==> src/rtl/riscv_dmem_resp_align_pkg.sv <==
// Shared RISC-V data-memory response constants: tag layout, load type codes,
// the aligned writeback payload and the alignment/extension helpers.
package riscv_dmem_resp_align_pkg;

  localparam int unsigned XLEN        = 64;
  localparam int unsigned TAG_W       = 12;
  localparam int unsigned RD_W        = 5;
  localparam int unsigned TAG_FP_BIT  = 11;
  localparam int unsigned TAG_TYPE_LO = 8;
  localparam int unsigned TAG_OFF_LO  = 5;
  localparam int unsigned TAG_RD_LO   = 0;

  typedef enum logic [2:0] {
    MT_B  = 3'b000,
    MT_H  = 3'b001,
    MT_W  = 3'b010,
    MT_D  = 3'b011,
    MT_BU = 3'b100,
    MT_HU = 3'b101,
    MT_WU = 3'b110,
    MT_X  = 3'b111
  } mem_type_e;

  typedef struct packed {
    logic            fp;
    logic [RD_W-1:0] waddr;
    logic [XLEN-1:0] wdata;
  } ll_payload_t;

  // FP loads only exist as W or D; integer accesses must be naturally aligned.
  function automatic logic is_misaligned(mem_type_e t, logic [2:0] off, logic fp);
    case (t)
      MT_B, MT_BU: return fp;
      MT_H, MT_HU: return fp | off[0];
      MT_W, MT_WU: return off[1:0] != 2'd0;
      MT_D:        return off != 3'd0;
      default:     return 1'b1;
    endcase
  endfunction

  // FP W stays raw (zero-extended) so the FP unit sees the unrecoded bits.
  function automatic logic [XLEN-1:0] align_extend(mem_type_e t, logic [XLEN-1:0] data,
                                                   logic [2:0] off, logic fp);
    logic [XLEN-1:0] sh;
    sh = data >> {off, 3'b000};
    case (t)
      MT_B:    return {{56{sh[7]}}, sh[7:0]};
      MT_H:    return {{48{sh[15]}}, sh[15:0]};
      MT_W:    return fp ? {32'd0, sh[31:0]} : {{32{sh[31]}}, sh[31:0]};
      MT_D:    return sh;
      MT_BU:   return {56'd0, sh[7:0]};
      MT_HU:   return {48'd0, sh[15:0]};
      MT_WU:   return {32'd0, sh[31:0]};
      default: return '0;
    endcase
  endfunction

endpackage

==> src/rtl/riscv_resp_fifo.sv <==
// Parameterised val/rdy FIFO; head is presented straight from storage.
module riscv_resp_fifo #(
  parameter int unsigned WIDTH = 70,
  parameter int unsigned DEPTH = 4
) (
  input  logic                     clk,
  input  logic                     reset,
  input  logic                     in_val,
  output logic                     in_rdy_c,
  input  logic [WIDTH-1:0]         in_data,
  output logic                     out_val,
  input  logic                     out_rdy,
  output logic [WIDTH-1:0]         out_data,
  output logic [$clog2(DEPTH):0]   count
);

  localparam int unsigned PTR_W = $clog2(DEPTH);
  localparam int unsigned CNT_W = PTR_W + 1;

  logic [WIDTH-1:0] mem_q [DEPTH];
  logic [WIDTH-1:0] mem_d [DEPTH];
  logic [PTR_W-1:0] wr_ptr_q, wr_ptr_d;
  logic [PTR_W-1:0] rd_ptr_q, rd_ptr_d;
  logic [CNT_W-1:0] count_q, count_d;
  logic             push, pop;

  assign out_val  = count_q != '0;
  assign out_data = mem_q[rd_ptr_q];
  assign count    = count_q;
  // A pop in the same cycle frees the slot, so a full FIFO can still accept.
  assign in_rdy_c = (count_q != CNT_W'(DEPTH)) | (out_val & out_rdy);
  assign push     = in_val & in_rdy_c;
  assign pop      = out_val & out_rdy;

  always_comb begin
    mem_d    = mem_q;
    wr_ptr_d = wr_ptr_q;
    rd_ptr_d = rd_ptr_q;
    count_d  = count_q + CNT_W'(push) - CNT_W'(pop);
    if (push) begin
      mem_d[wr_ptr_q] = in_data;
      wr_ptr_d        = wr_ptr_q + PTR_W'(1);
    end
    if (pop) begin
      rd_ptr_d = rd_ptr_q + PTR_W'(1);
    end
  end

  always_ff @(posedge clk) begin
    if (reset) begin
      wr_ptr_q <= '0;
      rd_ptr_q <= '0;
      count_q  <= '0;
    end else begin
      wr_ptr_q <= wr_ptr_d;
      rd_ptr_q <= rd_ptr_d;
      count_q  <= count_d;
    end
  end

  // Storage needs no reset; entries are only read while counted valid.
  always_ff @(posedge clk) begin
    mem_q <= mem_d;
  end

endmodule

==> src/rtl/riscv_dmem_resp_align.sv <==
// Aligns and extends raw data-memory responses, buffers them, and presents
// them in order to writeback with sticky misalign/overflow error flags.
module riscv_dmem_resp_align
  import riscv_dmem_resp_align_pkg::*;
#(
  parameter int unsigned DEPTH = 4
) (
  input  logic                   clk,
  input  logic                   reset,
  input  logic                   dmem_resp_val,
  input  logic [XLEN-1:0]        dmem_resp_data,
  input  logic [TAG_W-1:0]       dmem_resp_tag,
  output logic                   ll_val,
  input  logic                   ll_rdy,
  output logic [RD_W-1:0]        ll_waddr,
  output logic [XLEN-1:0]        ll_wdata,
  output logic                   ll_fp,
  output logic                   err_overflow,
  output logic                   err_misalign,
  output logic [$clog2(DEPTH):0] count
);

  mem_type_e       resp_type;
  logic [2:0]      resp_off;
  logic            resp_fp;
  logic [RD_W-1:0] resp_rd;
  logic            resp_misal;
  logic            enq_val;
  logic            enq_rdy_c;
  ll_payload_t     enq_pl;
  ll_payload_t     head_pl;
  logic            err_overflow_q, err_overflow_d;
  logic            err_misalign_q, err_misalign_d;

  assign resp_type  = mem_type_e'(dmem_resp_tag[TAG_TYPE_LO +: 3]);
  assign resp_off   = dmem_resp_tag[TAG_OFF_LO +: 3];
  assign resp_fp    = dmem_resp_tag[TAG_FP_BIT];
  assign resp_rd    = dmem_resp_tag[TAG_RD_LO +: RD_W];
  assign resp_misal = is_misaligned(resp_type, resp_off, resp_fp);
  assign enq_val    = dmem_resp_val & ~resp_misal;

  always_comb begin
    enq_pl       = '0;
    enq_pl.fp    = resp_fp;
    enq_pl.waddr = resp_rd;
    enq_pl.wdata = align_extend(resp_type, dmem_resp_data, resp_off, resp_fp);
  end

  riscv_resp_fifo #(
    .WIDTH ($bits(ll_payload_t)),
    .DEPTH (DEPTH)
  ) u_fifo (
    .clk      (clk),
    .reset    (reset),
    .in_val   (enq_val),
    .in_rdy_c (enq_rdy_c),
    .in_data  (enq_pl),
    .out_val  (ll_val),
    .out_rdy  (ll_rdy),
    .out_data (head_pl),
    .count    (count)
  );

  assign ll_fp    = head_pl.fp;
  assign ll_waddr = head_pl.waddr;
  assign ll_wdata = head_pl.wdata;

  // Misaligned responses never reach the FIFO, so they cannot also overflow.
  always_comb begin
    err_overflow_d = err_overflow_q | (enq_val & ~enq_rdy_c);
    err_misalign_d = err_misalign_q | (dmem_resp_val & resp_misal);
  end

  always_ff @(posedge clk) begin
    if (reset) begin
      err_overflow_q <= 1'b0;
      err_misalign_q <= 1'b0;
    end else begin
      err_overflow_q <= err_overflow_d;
      err_misalign_q <= err_misalign_d;
    end
  end

  assign err_overflow = err_overflow_q;
  assign err_misalign = err_misalign_q;

endmodule

==> config.mk <==
export PLATFORM = sky130hd
export DESIGN_NAME = riscv_dmem_resp_align
export DESIGN_NICKNAME = d
export VERILOG_FILES = /design/src/rtl/riscv_dmem_resp_align_pkg.sv /design/src/rtl/riscv_resp_fifo.sv /design/src/rtl/riscv_dmem_resp_align.sv
export SDC_FILE = /design/constraint.sdc
export NUM_CORES = 1
export LEC_CHECK = 0
export CORE_MARGIN = 8
export CORE_UTILIZATION = 56
export CTS_CLUSTER_DIAMETER = 100
export DETAILED_ROUTE_END_ITERATION = 10
export GPL_TIMING_DRIVEN = 0
export MAX_ROUTING_LAYER = met4
export PLACE_DENSITY = 0.82
export SKIP_LAST_GASP = 1
export SLEW_MARGIN = 20
export SYNTH_ARGS = -nofsm -noshare
export SYNTH_HDL_FRONTEND = slang
export SYNTH_SLANG_ARGS = --single-unit
==> constraint.sdc <==
create_clock -name clk -period 4.56 [get_ports clk]
set_input_delay 0.912 -clock clk [delete_from_list [all_inputs] [get_ports clk]]
set_output_delay 0.912 -clock clk [all_outputs]
set_load 0.005 [all_outputs]
==> key figures <==
Logic synthesis
  – Area leader, netlist: edfxtp_1
  – Cells after synthesis: 735
  – Mapped Area: around 13000 µm²
  – Most frequent cell after synthesis: edfxtp_1
  – Number of synthesized register bits: 289
  – Synth warn: 0
  – Synth Area per Inst: around 18 µm²
  – Async S/R FF share, synth: 0%
  – Commonest cells in the netlist: edfxtp_1, mux4_2, nand2_1
  – Register area share after synthesis: 66.3%
  – Mapped Nets: a little over 800
  – Synth top area share: 64.9%
  – Unique masters post-synth: between 40 and 50
  – Post-synth EDFFs: 280
  – Ys flop type: edfxtp_1
  – Ranking of synthesized cells by area: edfxtp_1, mux4_2, mux2i_1, nand4_1, nand2_1

Clock network
  – Clk buf depth: 3
  – Post-cts hold buffer count: 0
  – Total CTS buffers: 29
  – Root cell of the clock tree: clkbuf_16
  – Post-CTS setup buffers: 0
  – CTS tree: yes
  – TritonCTS Sinks: around 290
  – Worst-Skew Late Latency: around 0.55 ns
  – Cts repair resizes: 0
  – H-tree Lvls: 1
  – Worst-path clk slew: about 0.06 ns

Placed design
  – GP Congestion: roughly 0.99
  – PortBufs: between 150 and 200
  – DPL Wire Length: ~24000 µm
  – Post-placement cell area: 14900 µm²

Die
  – # rows: 55
  – # IOs: ~160
  – Die Footprint: between 20000 and 30000 µm²
  – Starting Density: roughly 57%
  – Core Area: approximately 23000 µm²
  – Die X: roughly 170 µm
  – Die height: between 150 and 200 µm

Critical path
  – Worst reg2reg path endpoint: u_fifo.mem_q[272]$_DFFE_PP_
  – Worst R2R Start: u_fifo.count[1]$_SDFF_PP0_
  – Critical path, cell by cell: clkbuf_1 > buf_2 > mux4_2 > clkdlybuf4s50_1
  – CP max FO: 10
  – Startpoint type of the worst setup path: flop
  – CP arrival: between 2 and 3 ns
  – Worst stage delay on the critical path: 0.58 ns
  – Setup slack, reg-to-reg: about 2.3 ns
  – CP Data Required Time: 3.65 ns
  – Critical-path top delay cell: mux4_2
  – Worst r2r path cells: 4
  – CP Capture Type: primary output
  – Crit path kind: flop to primary output

GRT
  – Initial antenna violation count: 1
  – Largest net degree at the start of global routing: 50
  – GRT Resource Usage Total: approximately a quarter
  – Vias in the first global route: about 8300
  – First-pass GRT wire length: between 50000 and 60000 µm
  – Remaining global-route overflow: 0

Routing
  – Iter 0 DRT Violations: ~970
  – WL final: around 34000 µm
  – Remaining DRCs: 0
  – DRT Pass-1 Iters: 6
  – Via count: between 7000 and 8000
  – Antenna viol nets, final: 0
  – Via density: ~6.5
  – WL per Instance: between 20 and 30 µm

Run
  – Total of max-cap violations: 0

Finish
  – Core Util, Final: between 70% and 80%
  – Area growth syn-to-layout: 22.9%
  – Cell area after layout: ~16000 µm²
  – Layout fillers: between 1000 and 1500
  – Layout cell share with drive strength beyond 1: about a fifth
  – Nets: approximately 1000

Power
  – Power Density: between 400 and 500 nW/µm²
  – Peak VDD IR: around 0.00027 V
  – LEAKAGE: between 5 and 6 nW
  – Total power: slightly above 7 mW

STA
  – Period utilization: 84.2%
  – RSZ-0062 raised after global routing: no
  – TNS Setup: 0 ns
  – Slew Limit Fails: 0
  – Achievable frequency: ~260 MHz
  – Final setup viols: 0
  – Final hold violation count: 0
  – Minimum clock period: 3.84 ns
  – Rel. slew slack: between 30% and 40%
  – Clk_skew: between 0.01 and 0.015 ns
  – Worst Tran Pin Value: between 0.8 and 0.9 ns

Outcome
  – Status: completed

Hold path
  – Hold Crit Endpoint: err_overflow$_SDFF_PP0_
  – Hold_sp: err_overflow$_SDFF_PP0_
  – Hold crit path type: flop to flop
  – Worst Hold Depth: 2
## per-stage QoR
stage,setup slack [ns],std cells,hold slack [ns]
floorplan,0.612,735,0.460
global placement,-1.32,1171,0.455
detailed placement,0.785,1175,0.466
CTS,0.635,1229,0.495
global route,0.567,1230,0.518
finish,0.721,1230,0.497
## state kept, by name, indices dropped and copies added (netlist names)
signal / cells
err_overflow: 1
u_fifo.count: 3
u_fifo.mem_q: 280
u_fifo.rd_ptr_q: 2
err_misalign: 1
u_fifo.wr_ptr_q: 2
## layout make-up
type	instances	area [µm²]	area share, %
multi-input combinational	377	4060	25.5
inverter	8	30.0	0.189
clock inverter	20	226	1.42
tap	285	357	2.24
antenna	1	2.50	0.0157
timing repair buffer	155	1620	10.2
buffer	61	297	1.86
sequential	289	8590	53.9
clock buffer	34	744	4.68
## layout by cell type (no fill, tap or decap), drive strengths merged, types with 3 or more instances in the layout
master,instances
clkinv,11
o211ai,19
nor3,5
o2bb2ai,8
a22oi,5
nand2,50
dfxtp,9
nor2,15
edfxtp,280
and3,5
clkbuf,58
clkdlybuf4s50,151
a211oi,6
buf,41
mux2,11
mux4,92
nor2b,11
nand4,33
inv,11
o21ai,9
nand2b,7
bufinv,4
nand3,5
mux2i,42
a21oi,16
o32a,5
ha,6
and2,3
## critical path, delay by kind of cell, from the launching register on
family / cells / cell delay, ns
DFF: 1 / 0.31
buffers and inverters: 3 / 1.49
muxes: 1 / 0.58
## kinds of logic after synthesis
group	Yosys count	share of synthesized area (%)
adders and majority gates	7	0.734
and+or+nand+nor	142	5.64
buffers and inverters	69	2.52
xor gates and xnor gates	4	0.271
DFF	289	66.3
muxes	145	20.2
AOI/OAI and AO/OA	79	4.32
## per-layer routing
metal	up-vias	track usage, %	routed length [µm]
li1	3400	-	-
met2	440	39.7	16700
met3	61	4.47	2780
met1	4049	31.0	13200
met4	0	5.94	814
met5	-	-	0
## power by group
| part | total, mW | internal, mW | switching [mW] |
|---|---|---|---|
| combinational | 1.80 | 0.995 | 0.801 |
| sequential | 3.09 | 3.05 | 0.0375 |
| clock | 2.39 | 1.41 | 0.985 |
| total | 7.28 | 5.45 | 1.82 |
## worst max path at each step
stage                                          startpoint  slack (ns)                           to  cells past startpoint
after floorplan                          dmem_resp_tag[8]        0.61    u_fifo.mem_q[0]$_DFFE_PP_                      5
after global placement                   dmem_resp_tag[6]       -1.32  u_fifo.mem_q[255]$_DFFE_PP_                      6
after detailed placement                 dmem_resp_tag[6]        0.79   u_fifo.mem_q[82]$_DFFE_PP_                      8
after CTS                 u_fifo.rd_ptr_q[0]$_SDFFE_PP0P_        0.63                  ll_wdata[4]                      4
after global routing      u_fifo.rd_ptr_q[0]$_SDFFE_PP0P_        0.57                  ll_wdata[3]                      4
final                     u_fifo.rd_ptr_q[0]$_SDFFE_PP0P_        0.72                  ll_wdata[4]                      4
(Power assumes the default switching activity.)
